File: config.mk
export PLATFORM = sky130hd
export DESIGN_NAME = hub75_scan
export DESIGN_NICKNAME = d
export VERILOG_FILES = /design/src/rtl/hub75_scan.sv
export SDC_FILE = /design/constraint.sdc
export NUM_CORES = 1
export LEC_CHECK = 0
export CAP_MARGIN = 20
export CELL_PAD_IN_SITES_DETAIL_PLACEMENT = 0
export CELL_PAD_IN_SITES_GLOBAL_PLACEMENT = 1
export CORE_ASPECT_RATIO = 0.7
export CORE_UTILIZATION = 36
export CTS_CLUSTER_SIZE = 30
export DETAILED_ROUTE_END_ITERATION = 7
export HOLD_SLACK_MARGIN = 0.03
export PLACE_DENSITY = 0.78
export SETUP_SLACK_MARGIN = 0.2
export SYNTH_ARGS = -nofsm -noshare
export SYNTH_HDL_FRONTEND = slang
export SYNTH_SLANG_ARGS = --single-unit
File: constraint.sdc
create_clock -name clk -period 2.1 [get_ports clk]
set_clock_uncertainty 0.1 [all_clocks]
set_input_delay 0.42 -clock clk [delete_from_list [all_inputs] [get_ports clk]]
set_output_delay 0.42 -clock clk [all_outputs]
set_load 0.005 [all_outputs]
File: src/rtl/hub75_scan.sv
// hub75_scan: raster driver for a 16x32 HUB75 RGB panel. It fetches one
// column at a time from the pattern source, shifts it out, latches the row
// and lights it for DWELL cycles. The screen code is captured once per frame.
// Ports:
//   clk, areset                 clock, async active-low reset
//   screen                      screen code, sampled at frame start
//   pix_top, pix_bot            {R,G,B} for the upper/lower half at the address
//   pix_col, pix_row            pixel address to the pattern source
//   frame_screen, frame_start   code in use this frame, frame start pulse
//   rgb, outclk, lat, oe, abc   panel pins
module hub75_scan #(
    parameter int COLS    = 32,
    parameter int ROWS    = 8,
    parameter int CLK_DIV = 2,
    parameter int DWELL   = 256
) (
    input  logic                      clk,
    input  logic                      areset,
    input  logic [5:0]                screen,
    input  logic [2:0]                pix_top,
    input  logic [2:0]                pix_bot,
    output logic [$clog2(COLS)-1:0]   pix_col,
    output logic [$clog2(ROWS)-1:0]   pix_row,
    output logic [5:0]                frame_screen,
    output logic                      frame_start,
    output logic [5:0]                rgb,
    output logic                      outclk,
    output logic                      lat,
    output logic                      oe,
    output logic [$clog2(ROWS)-1:0]   abc
);

    localparam int CW = $clog2(COLS);
    localparam int RW = $clog2(ROWS);
    localparam int PW = $clog2(2 * CLK_DIV + 1);
    localparam int DW = $clog2(DWELL + 1);

    localparam logic [PW-1:0] PH_RISE  = PW'(CLK_DIV - 1);
    localparam logic [PW-1:0] PH_LAST  = PW'(2 * CLK_DIV - 1);
    localparam logic [DW-1:0] DW_LAST  = DW'(DWELL - 1);
    localparam logic [CW-1:0] COL_LAST = CW'(COLS - 1);
    localparam logic [RW-1:0] ROW_LAST = RW'(ROWS - 1);

    typedef enum logic [1:0] {
        FRAME,
        SHIFT,
        LATCH,
        SHOW
    } state_t;

    state_t        state;
    logic [PW-1:0] ph_cnt;
    logic [DW-1:0] dw_cnt;

    always_ff @(posedge clk or negedge areset) begin
        if (!areset) begin
            state        <= FRAME;
            ph_cnt       <= '0;
            dw_cnt       <= '0;
            pix_col      <= '0;
            pix_row      <= '0;
            frame_screen <= '0;
            frame_start  <= 1'b0;
            rgb          <= '0;
            outclk       <= 1'b0;
            lat          <= 1'b0;
            oe           <= 1'b1;
            abc          <= '0;
        end else begin
            frame_start <= 1'b0;
            unique case (state)
                FRAME: begin
                    frame_screen <= screen;
                    frame_start  <= 1'b1;
                    pix_row      <= '0;
                    pix_col      <= '0;
                    ph_cnt       <= '0;
                    oe           <= 1'b1;
                    lat          <= 1'b0;
                    outclk       <= 1'b0;
                    state        <= SHIFT;
                end
                SHIFT: begin
                    oe <= 1'b1;
                    // Sample on the first low cycle; the address has been
                    // stable since the column began.
                    if (ph_cnt == '0)
                        rgb <= {pix_top, pix_bot};
                    if (ph_cnt == PH_RISE)
                        outclk <= 1'b1;
                    if (ph_cnt == PH_LAST) begin
                        outclk <= 1'b0;
                        ph_cnt <= '0;
                        if (pix_col == COL_LAST) begin
                            lat   <= 1'b1;
                            state <= LATCH;
                        end else begin
                            pix_col <= pix_col + CW'(1);
                        end
                    end else begin
                        ph_cnt <= ph_cnt + PW'(1);
                    end
                end
                LATCH: begin
                    lat    <= 1'b0;
                    outclk <= 1'b0;
                    oe     <= 1'b0;
                    abc    <= pix_row;
                    dw_cnt <= '0;
                    state  <= SHOW;
                end
                SHOW: begin
                    if (dw_cnt == DW_LAST) begin
                        oe      <= 1'b1;
                        pix_col <= '0;
                        dw_cnt  <= '0;
                        if (pix_row == ROW_LAST) begin
                            state <= FRAME;
                        end else begin
                            pix_row <= pix_row + RW'(1);
                            ph_cnt  <= '0;
                            state   <= SHIFT;
                        end
                    end else begin
                        dw_cnt <= dw_cnt + DW'(1);
                    end
                end
            endcase
        end
    end

endmodule

==> flow_results.org, run 1 <==
** Global routing
- Maximum number of pins on one net before global-route repair :: 42
- The first global-routing pass estimated approximately 8000 um of wire.
- The initial antenna violation count is 0.
- GRT Overall Usage :: 0.173
- The number of global-route vias before repair is 1691.
- For this run the aggregate overflow at the end of global routing stands at 0.

** Power
- Pwr/cell area :: 480 nW/um2
- Leakage Power :: 1.31 nW
- Peak supply drop :: 293 uV

** Die
- In this run the core area contains 22 standard-cell rows.
- The total area inside the core boundary comes to 5370 um2.
- In this run the vertical extent of the chip is 65.2 um.
- For this configuration, the core starts out at a cell density of 0.383.
- For this design the top-level I/O count stands at 41.
- Die area :: between 6000 and 7000 um2
- Overall die width :: 92.3 um

** Worst setup path
- Start of the worst register-to-register path :: pix_col[0]
- Walking the worst path, the cells encountered are ha_2, and3_4, ha_4, nor3b_4, nand4_1, or4b_1, nand3_1.
- The critical path in this run is classified as flip-flop to flip-flop.
- Worst setup SP type :: flip-flop
- Setup crit end kind :: flip-flop
- The endpoint identified for the worst register-to-register timing path is pix_col[3].
- Critical path arrival :: 2.09 ns
- Setup slack on the worst reg-to-reg path comes out at 0.15 ns.
- Critical path fanouts, max :: 3
- Worst reg2reg path depth :: 7
- Among all stages on the critical path, the largest delay is contributed by sky130_fd_sc_hd__or4b_1.
- Data required time of the critical path :: approximately 2.2 ns
- Max stage delay on crit path :: 0.49 ns

** Place
- HPWL after DPL :: 3200 um
- The count of buffers added on input and output ports is 40.
- Post-place setup slack :: 0.122 ns
- Post-DP Area :: 2650 um2
- At the end of routability-driven placement, the weighted congestion stood at ~0.81.

** STA
- Worst Slack Setup Final :: ~0.15 ns
- Adding up every negative setup slack in the final design gives 0 ns.
- Fin. Hold Viols :: 0
- Tmin final :: 1.95 ns
- Derived from the worst setup path, the maximum achievable clock frequency is 512 MHz.
- Setup violations remaining at the end of the flow were counted as 0.
- Final hold slack :: 0.0830 ns
- Setup repair after global routing could not meet its margin everywhere.
- Measured against its own limit, the worst slew margin works out to 0.653.
- Max-slew violation count :: 0
- At the pin with the least slew margin, the transition time is approximately 0.52 ns.
- Of the available clock period, the critical path in the final layout requires 0.930.

** Drt
- After detailed routing, the average wire length per cell comes to 14.5 um.
- After detailed routing, the total wire length is 4710 um.
- After detailed routing, the number of vias per cell comes to 5.22.
- Post-route DRC :: 0
- Initial DRC Count :: 42
- Count of TritonRoute iterations in the first routing pass :: 4
- Once detail routing completed, the nets flagged for antenna violations numbered 0.
- Vias after detailed routing :: 1696

** Logic synthesis
- The synthesized design spends more area on one cell type than any other, namely sky130_fd_sc_hd__dfrtp_1.
- Top cell type's share of synthesized area :: 0.487
- Share of the synthesized netlist area taken by xor and xnor gates :: 0
- Post-synthesis async set-or-reset flop share :: 1.00
- A synthesized cell averages 11.1 um2.
- The synthesized netlist occupies a cell area of a little over 2000 um2.
- The post-synthesis compound-gate area fraction was 0.136.
- Post-synth EDFFs :: 0
- The share of the Yosys chip area taken by registers is 0.500.
- The portion of synthesized area spent on multiplexers is 0.112.
- In this run, synthesis produced a sequential element count of 41.
- Post-synth cell types :: 43
- Synthesized-area fraction occupied by and/or/nand/nor cells :: 0.152
- Largest cells by area after synthesis :: sky130_fd_sc_hd__dfrtp_1, sky130_fd_sc_hd__mux2_2, sky130_fd_sc_hd__ha_1, sky130_fd_sc_hd__nand3_1, sky130_fd_sc_hd__mux2i_1
- Synth Net Count :: ~210
- After synthesis, the largest family of logic cells by area is simple AND/OR/NAND/NOR gates.
- Most instantiated cells after synthesis :: sky130_fd_sc_hd__dfrtp_1, sky130_fd_sc_hd__mux2_2, sky130_fd_sc_hd__nand3_1
- Predominant post-synthesis flop cell :: sky130_fd_sc_hd__dfrtp_1
- Library cell with the highest instance count after synthesis :: sky130_fd_sc_hd__dfrtp_1
- Total number of yosys warnings :: 0
- Post-synthesis cell count :: about 190
- Adder and majority gate portion of the synthesized area :: 0.0731

** Clock network
- After clock tree synthesis, the flow added hold-fix buffers numbering 0.
- H-tree levels :: 2
- Clock tree synthesis inserted a total of 5 buffers.
- The cell sitting at the root of the clock tree is a sky130_fd_sc_hd__clkbuf_8.
- Clock Path Buffers :: 2
- Clock Latency Late Sink :: around 0.29 ns
- Total clock sinks :: 41
- Clock-pin slew of the registers on the worst-case setup and hold paths :: roughly 0.080 ns
- TritonCTS clock tree :: done

** Layout
- Number of inserted filler cells in the final layout :: 479
- Multi-input gate area in the final layout :: 1060 um2
- Measured on the finished design, the core utilization comes to 0.538.
- The finished cells cover 2890 um2.
- Area added between synthesis and finish :: 40.6%
- The number of antenna diodes in the final layout is 0.
- Summing all flip-flop and latch instances after layout gives between 1000 and 1500 um2.
- Of the cells placed in the final design, the portion with a size suffix greater than 1 is 0.281.
- The net count of the finished layout is 278.

** Min path
- Class of the worst hold path :: primary input to async pin

** Outcome
- The run finished with clean final reports.

** Run
- Max-capacitance violation count :: 0
==> metrics by stage <==
stage | instances | power [mW]
after floorplan | 185 | 0.833
after global placement | 306 | 0.898
after detailed placement | 306 | 0.899
after CTS | 321 | 1.41
after global routing | 325 | 1.46
final | 325 | 1.39
==> cells by family after synthesis <==
| family | after synthesis |
|---|---|
| AOI/OAI and AO/OA | 41 |
| adders and majority gates | 12 |
| buffers and inverters | 13 |
| DFF | 41 |
| muxes | 21 |
| and+or+nand+nor | 57 |
==> worst max-delay path: cells and delay by family, from the launching register on <==
family | cells | cell delay (ns)
fa+ha+maj | 2 | 0.36
flops | 1 | 0.39
simple gates | 5 | 1.05
==> placed cells by master (no fill, tap or decap), types with 4 or more instances in the layout <==
cell and instances:
sky130_fd_sc_hd__o21ai_1 6, sky130_fd_sc_hd__ha_2 5, sky130_fd_sc_hd__nand2_1 11, sky130_fd_sc_hd__buf_4 28
sky130_fd_sc_hd__nand3_1 15, sky130_fd_sc_hd__inv_1 5, sky130_fd_sc_hd__mux2_2 16, sky130_fd_sc_hd__clkbuf_8 5
sky130_fd_sc_hd__nor2_1 6, sky130_fd_sc_hd__clkdlybuf4s50_1 38, sky130_fd_sc_hd__dfrtp_1 40, sky130_fd_sc_hd__ha_1 5
sky130_fd_sc_hd__o21ai_0 10, sky130_fd_sc_hd__mux2i_1 5, sky130_fd_sc_hd__nand4_1 4, sky130_fd_sc_hd__a21oi_1 6
==> how the worst max path moves through the flow <==
stage                     from         end  slack (ns)  cells past startpoint
floorplan           pix_col[1]  pix_col[3]        0.13                      7
global placement    pix_col[1]  pix_col[3]        0.19                      7
detailed placement   dw_cnt[0]  pix_col[0]        0.12                      5
CTS                 pix_col[0]  pix_col[0]        0.18                      3
global route        pix_col[0]  pix_col[3]        0.09                      7
finish              pix_col[0]  pix_col[3]        0.15                      7
==> layout make-up <==
| type | count | area share |
|---|---|---|
| Multi-Input combinational cell | 131 | 0.366 |
| Sequential cell | 41 | 0.356 |
| Timing Repair Buffer | 68 | 0.210 |
| Tap cell | 72 | 0.0312 |
| Clock buffer | 5 | 0.0238 |
| Inverter | 5 | 0.00650 |
| Clock inverter | 3 | 0.00606 |
==> per-layer routing <==
layer / vias up / track usage / routed length, um
li1: 826 / - / -
met1: 826 / 0.238 / 2400
met2: 38 / 0.262 / 2010
met3: 6 / 0.0556 / 249
met4: 0 / 0.0508 / 49
met5: - / 0 / 0
==> state kept, by name (all words and copies together), names as in the netlist, 2 cells and up <==
| name | flops |
|---|---|
| abc | 3 |
| dw_cnt | 9 |
| frame_screen | 6 |
| ph_cnt | 3 |
| pix_col | 5 |
| pix_row | 3 |
| rgb | 6 |
| state | 2 |
==> power breakdown <==
| group | internal [mW] | switching [mW] | leakage (nW) |
|---|---|---|---|
| Clock | 0.229 | 0.278 | 0.0439 |
| Combinational | 0.0487 | 0.0264 | 0.737 |
| Sequential | 0.800 | 0.00509 | 0.527 |
==> what timing repair did <==
item	in CTS	in global routing
setup endpoints to repair	6	13
resized for setup	11	3
pin swaps	7	5
setup buffers	7	4
Note: power is estimated with default switching activity, not from simulation.
==> inputs of run 2 (changes only) <==
- TNS_END_PERCENT: unset -> 30
==> run 2 against run 1 <==
Effect of this change: global-route usage is 0.68 points lower; count of clock-buffer cells in the layout unchanged; via count shrank 1.6%; flip-flop and latch count stayed put; final cell count is 1.8% lower; setup slack improved by 0.0043 ns; sequential share of layout area increased by 0.72 points; largest cell class unchanged.
==> flow_results.org, run 2 (synthesized netlist as in run 1, its figures left out) <==
** Layout
- Number of inserted filler cells in the final layout :: 481 (+0.42%)
- Leading cell type in the layout, fill and taps excluded :: sky130_fd_sc_hd__dfrtp_1
- The number of antenna diodes is 0 (unchanged).
- Final Net Count :: 274 (-1.4%)
- Top library cells by usage in the layout, fill and taps aside :: sky130_fd_sc_hd__dfrtp_1, sky130_fd_sc_hd__clkdlybuf4s50_1, sky130_fd_sc_hd__buf_4, sky130_fd_sc_hd__mux2_2, sky130_fd_sc_hd__nand3_1
- Reg with most FFs :: dw_cnt
- Largest registers :: dw_cnt: 9 flops, frame_screen: 6 flops, rgb: 6 flops
- The flip-flop count of the largest register, all copies and words added is 9 (unchanged).
- The non-filler instance count after layout was 319 (-1.8%).
- From synthesis to final layout, the design area changed by 37.8%.
- Layout cell share with drive strength beyond 1 :: 0.255 (-0.0256)

** Place
- Weighted congestion reported at the end of routability-driven placement :: 0.785 (-2.9%)
- The cell total after placement is 305 (-0.33%).
- HPWL after DPL :: 3100 um (-3.3%)
- The number of buffers inserted by port buffering was 40 (unchanged).

** Drt
- Vias per Instance :: 5.23 (+0.26%)
- DR WL/cell :: 14.1 um (-2.8%)
- The number of DRC markers after the initial detailed-route iteration is 127 (+200%).
- The number of remaining DRC errors was 0 (unchanged).
- The count of nets left with antenna violations after detail routing came to 0 (unchanged).
- Count of TritonRoute iterations in the first routing pass :: 4 (unchanged)
- The detailed-route wire length was 4490 um (-4.5%).
- Vias after detailed routing :: 1669 (-1.6%)

** Worst setup path
- The critical path data required time was 2.23 ns (about the same).
- Critical path fanouts, max :: 3 (unchanged)
- Reg-to-reg critical path endpoint :: pix_col[3]
- In this run the critical register-to-register path is launched from pix_col[1].
- The critical path is of the flip-flop to flip-flop type.
- Setup crit end kind :: flip-flop
- The worst-case reg-to-reg path depth was 7 (unchanged).
- Reg2reg setup slack :: 0.15 ns (about the same)
- Critical path arrival :: 2.08 ns (about the same)
- The critical path goes through ha_2, and3_4, ha_4, nor3b_4, nand4_1, or4b_1, nand3_1.
- The highest cell delay on the worst timing path was 0.48 ns (about the same).
- For this design, the slowest cell found on the critical path is sky130_fd_sc_hd__or4b_1.
- STA classifies the critical path startpoint as a flip-flop.

** STA
- The setup violation total in the final timing report is 0 (unchanged).
- Setup repair after global routing could not meet its margin everywhere.
- Fin. Hold Viols :: 0 (unchanged)
- Worst max-slew margin expressed relative to the limit :: 0.640 (-0.0131)
- Max-slew violation count :: 0 (unchanged)
- Final setup TNS :: 0 ns (unchanged)
- The fraction of the cycle the final worst path needs was 0.928 (-0.00203).
- Tmin final :: 1.95 ns (-0.00427 ns)
- The worst hold margin came to 0.0852 ns (+0.00226 ns).
- The peak clock frequency supported by timing was 513 MHz (+0.22%).
- The slew of the pin with the lowest slew margin came to 0.540 ns (+0.0197 ns).

** Die
- Placeable core region :: 5370 um2 (unchanged)
- Boundary Pins :: 41 (unchanged)
- Overall die width :: 92.3 um (unchanged)
- Die area :: 6020 um2 (unchanged)
- The placement row count is 22 (unchanged).
- The die height was 65.2 um (unchanged).
- The initial core utilization was 0.383 (unchanged).

** Min path
- Class of the worst hold path :: primary input to async pin

** Clock network
- The maximum clock path buffer count was 2 (unchanged).
- The clock insertion delay at the later pin of the skew report is 0.29 ns (about the same).
- H-tree levels :: 2 (unchanged)
- Root cell of the clock tree :: sky130_fd_sc_hd__clkbuf_8
- The TritonCTS sink count is 41 (unchanged).
- Number of buffers inserted for hold repair after clock tree synthesis :: 0 (unchanged)
- TritonCTS clock tree :: done
- Cts bufs inserted :: 5 (unchanged)
- The post-CTS clock slew at the launch and capture registers of the worst setup and hold paths came to 0.07 ns (about the same).

** Power
- Switch share :: 0.213 (-0.00986)
- The clock network fraction of total power was 0.351 (-0.015).
- Share of total power in sequential cells :: 0.594 (+0.014)
- The maximum vdd drop is 262 uV (-11%).
- Internal power consumption :: 1.07 mW (-0.96%)
- The switching power total came to 289 uW (-6.5%).
- The leakage power summed over all cells is 1.27 nW (-2.7%).
- Pwr/cell area :: 480 nW/um2 (-0.21%)
- The share of power burned in combinational logic was 0.055 (about the same).

** Global routing
- First-pass GRT wire length :: 7800 um (-2.6%)
- The aggregate global routing overflow came to 0 (unchanged).
- Number of global-route vias before repair :: 1618 (-4.3%)
- GRT Overall Usage :: 0.166 (-0.00677)
- The initial antenna violation count came to 0 (unchanged).
- The pin count of the biggest net entering global routing was 42 (unchanged).

** Outcome
- Status :: finished, final reports clean

** Run
- The number of max-cap violations was 0 (unchanged).
==> run 2: how the worst max path moves through the flow <==
stage / from / endpoint / depth (start not counted)
floorplan: pix_col[1] / pix_col[3] / 7
global placement: pix_col[1] / pix_col[3] / 7
detailed placement: pix_col[1] / pix_col[3] / 7
CTS: pix_col[0] / pix_col[3] / 7
global route: pix_col[1] / pix_col[3] / 7
finish: pix_col[1] / pix_col[3] / 7
==> run 2: worst max-delay path: cells and delay by family (launching register included) <==
kind | cells | cell delay [ns]
adders and majority gates | 2 | 0.37
DFF | 1 | 0.39
and+or+nand+nor | 5 | 1.04
==> run 2: what timing repair did <==
action / CTS / global route
pin swaps: 3 / 4
buffers inserted: 6 / 2
gates resized for setup: 3 / 9
setup endpoints to repair: 7 / 14
==> run 2: per-layer routing <==
layer,share of wire,up-vias,global-route usage
met5,0,-,0
met4,0.014,0,0.0527
met3,0.071,9,0.0521
met2,0.42,44,0.242
met1,0.50,800,0.235
li1,-,816,-
==> run 2: cell type report <==
cell class	count	area, um2	share of cell area
Clock buffer	5	68.8	0.0243
Multi-Input combinational cell	131	1040	0.368
Timing Repair Buffer	64	579	0.205
Sequential cell	41	1030	0.363
Inverter	5	18.8	0.00663
Tap cell	72	90.1	0.0318
Clock inverter	1	5.00	0.00177
==> run 2: power by group through the flow <==
stage | logic (mW) | clock network (mW) | registers [mW]
6_report | 0.0750 | 0.477 | 0.806
5_1_grt | 0.0835 | 0.535 | 0.808
4_1_cts | 0.0775 | 0.493 | 0.806
3_5_place_dp | 0.0771 | 0 | 0.822
3_3_place_gp | 0.0769 | 0 | 0.821
2_1_floorplan | 0.0102 | 0 | 0.823
==> run 2: stage by stage <==
stage	power (mW)	util	setup WS (ns)	instance area, um2
4_1_cts	1.38	0.517	0.138	2770
5_1_grt	1.43	0.528	0.0364	2830
2_1_floorplan	0.833	-	0.131	2070
6_report	1.36	0.528	0.151	2830
3_3_place_gp	0.898	0.492	0.172	2640
3_5_place_dp	0.899	0.492	0.135	2640
==> inputs of run 3 (changes only) <==
- CORE_MARGIN: unset -> 1
==> results of run 3 <==
The final DEF is identical to that of run 2; final timing and power are the same.
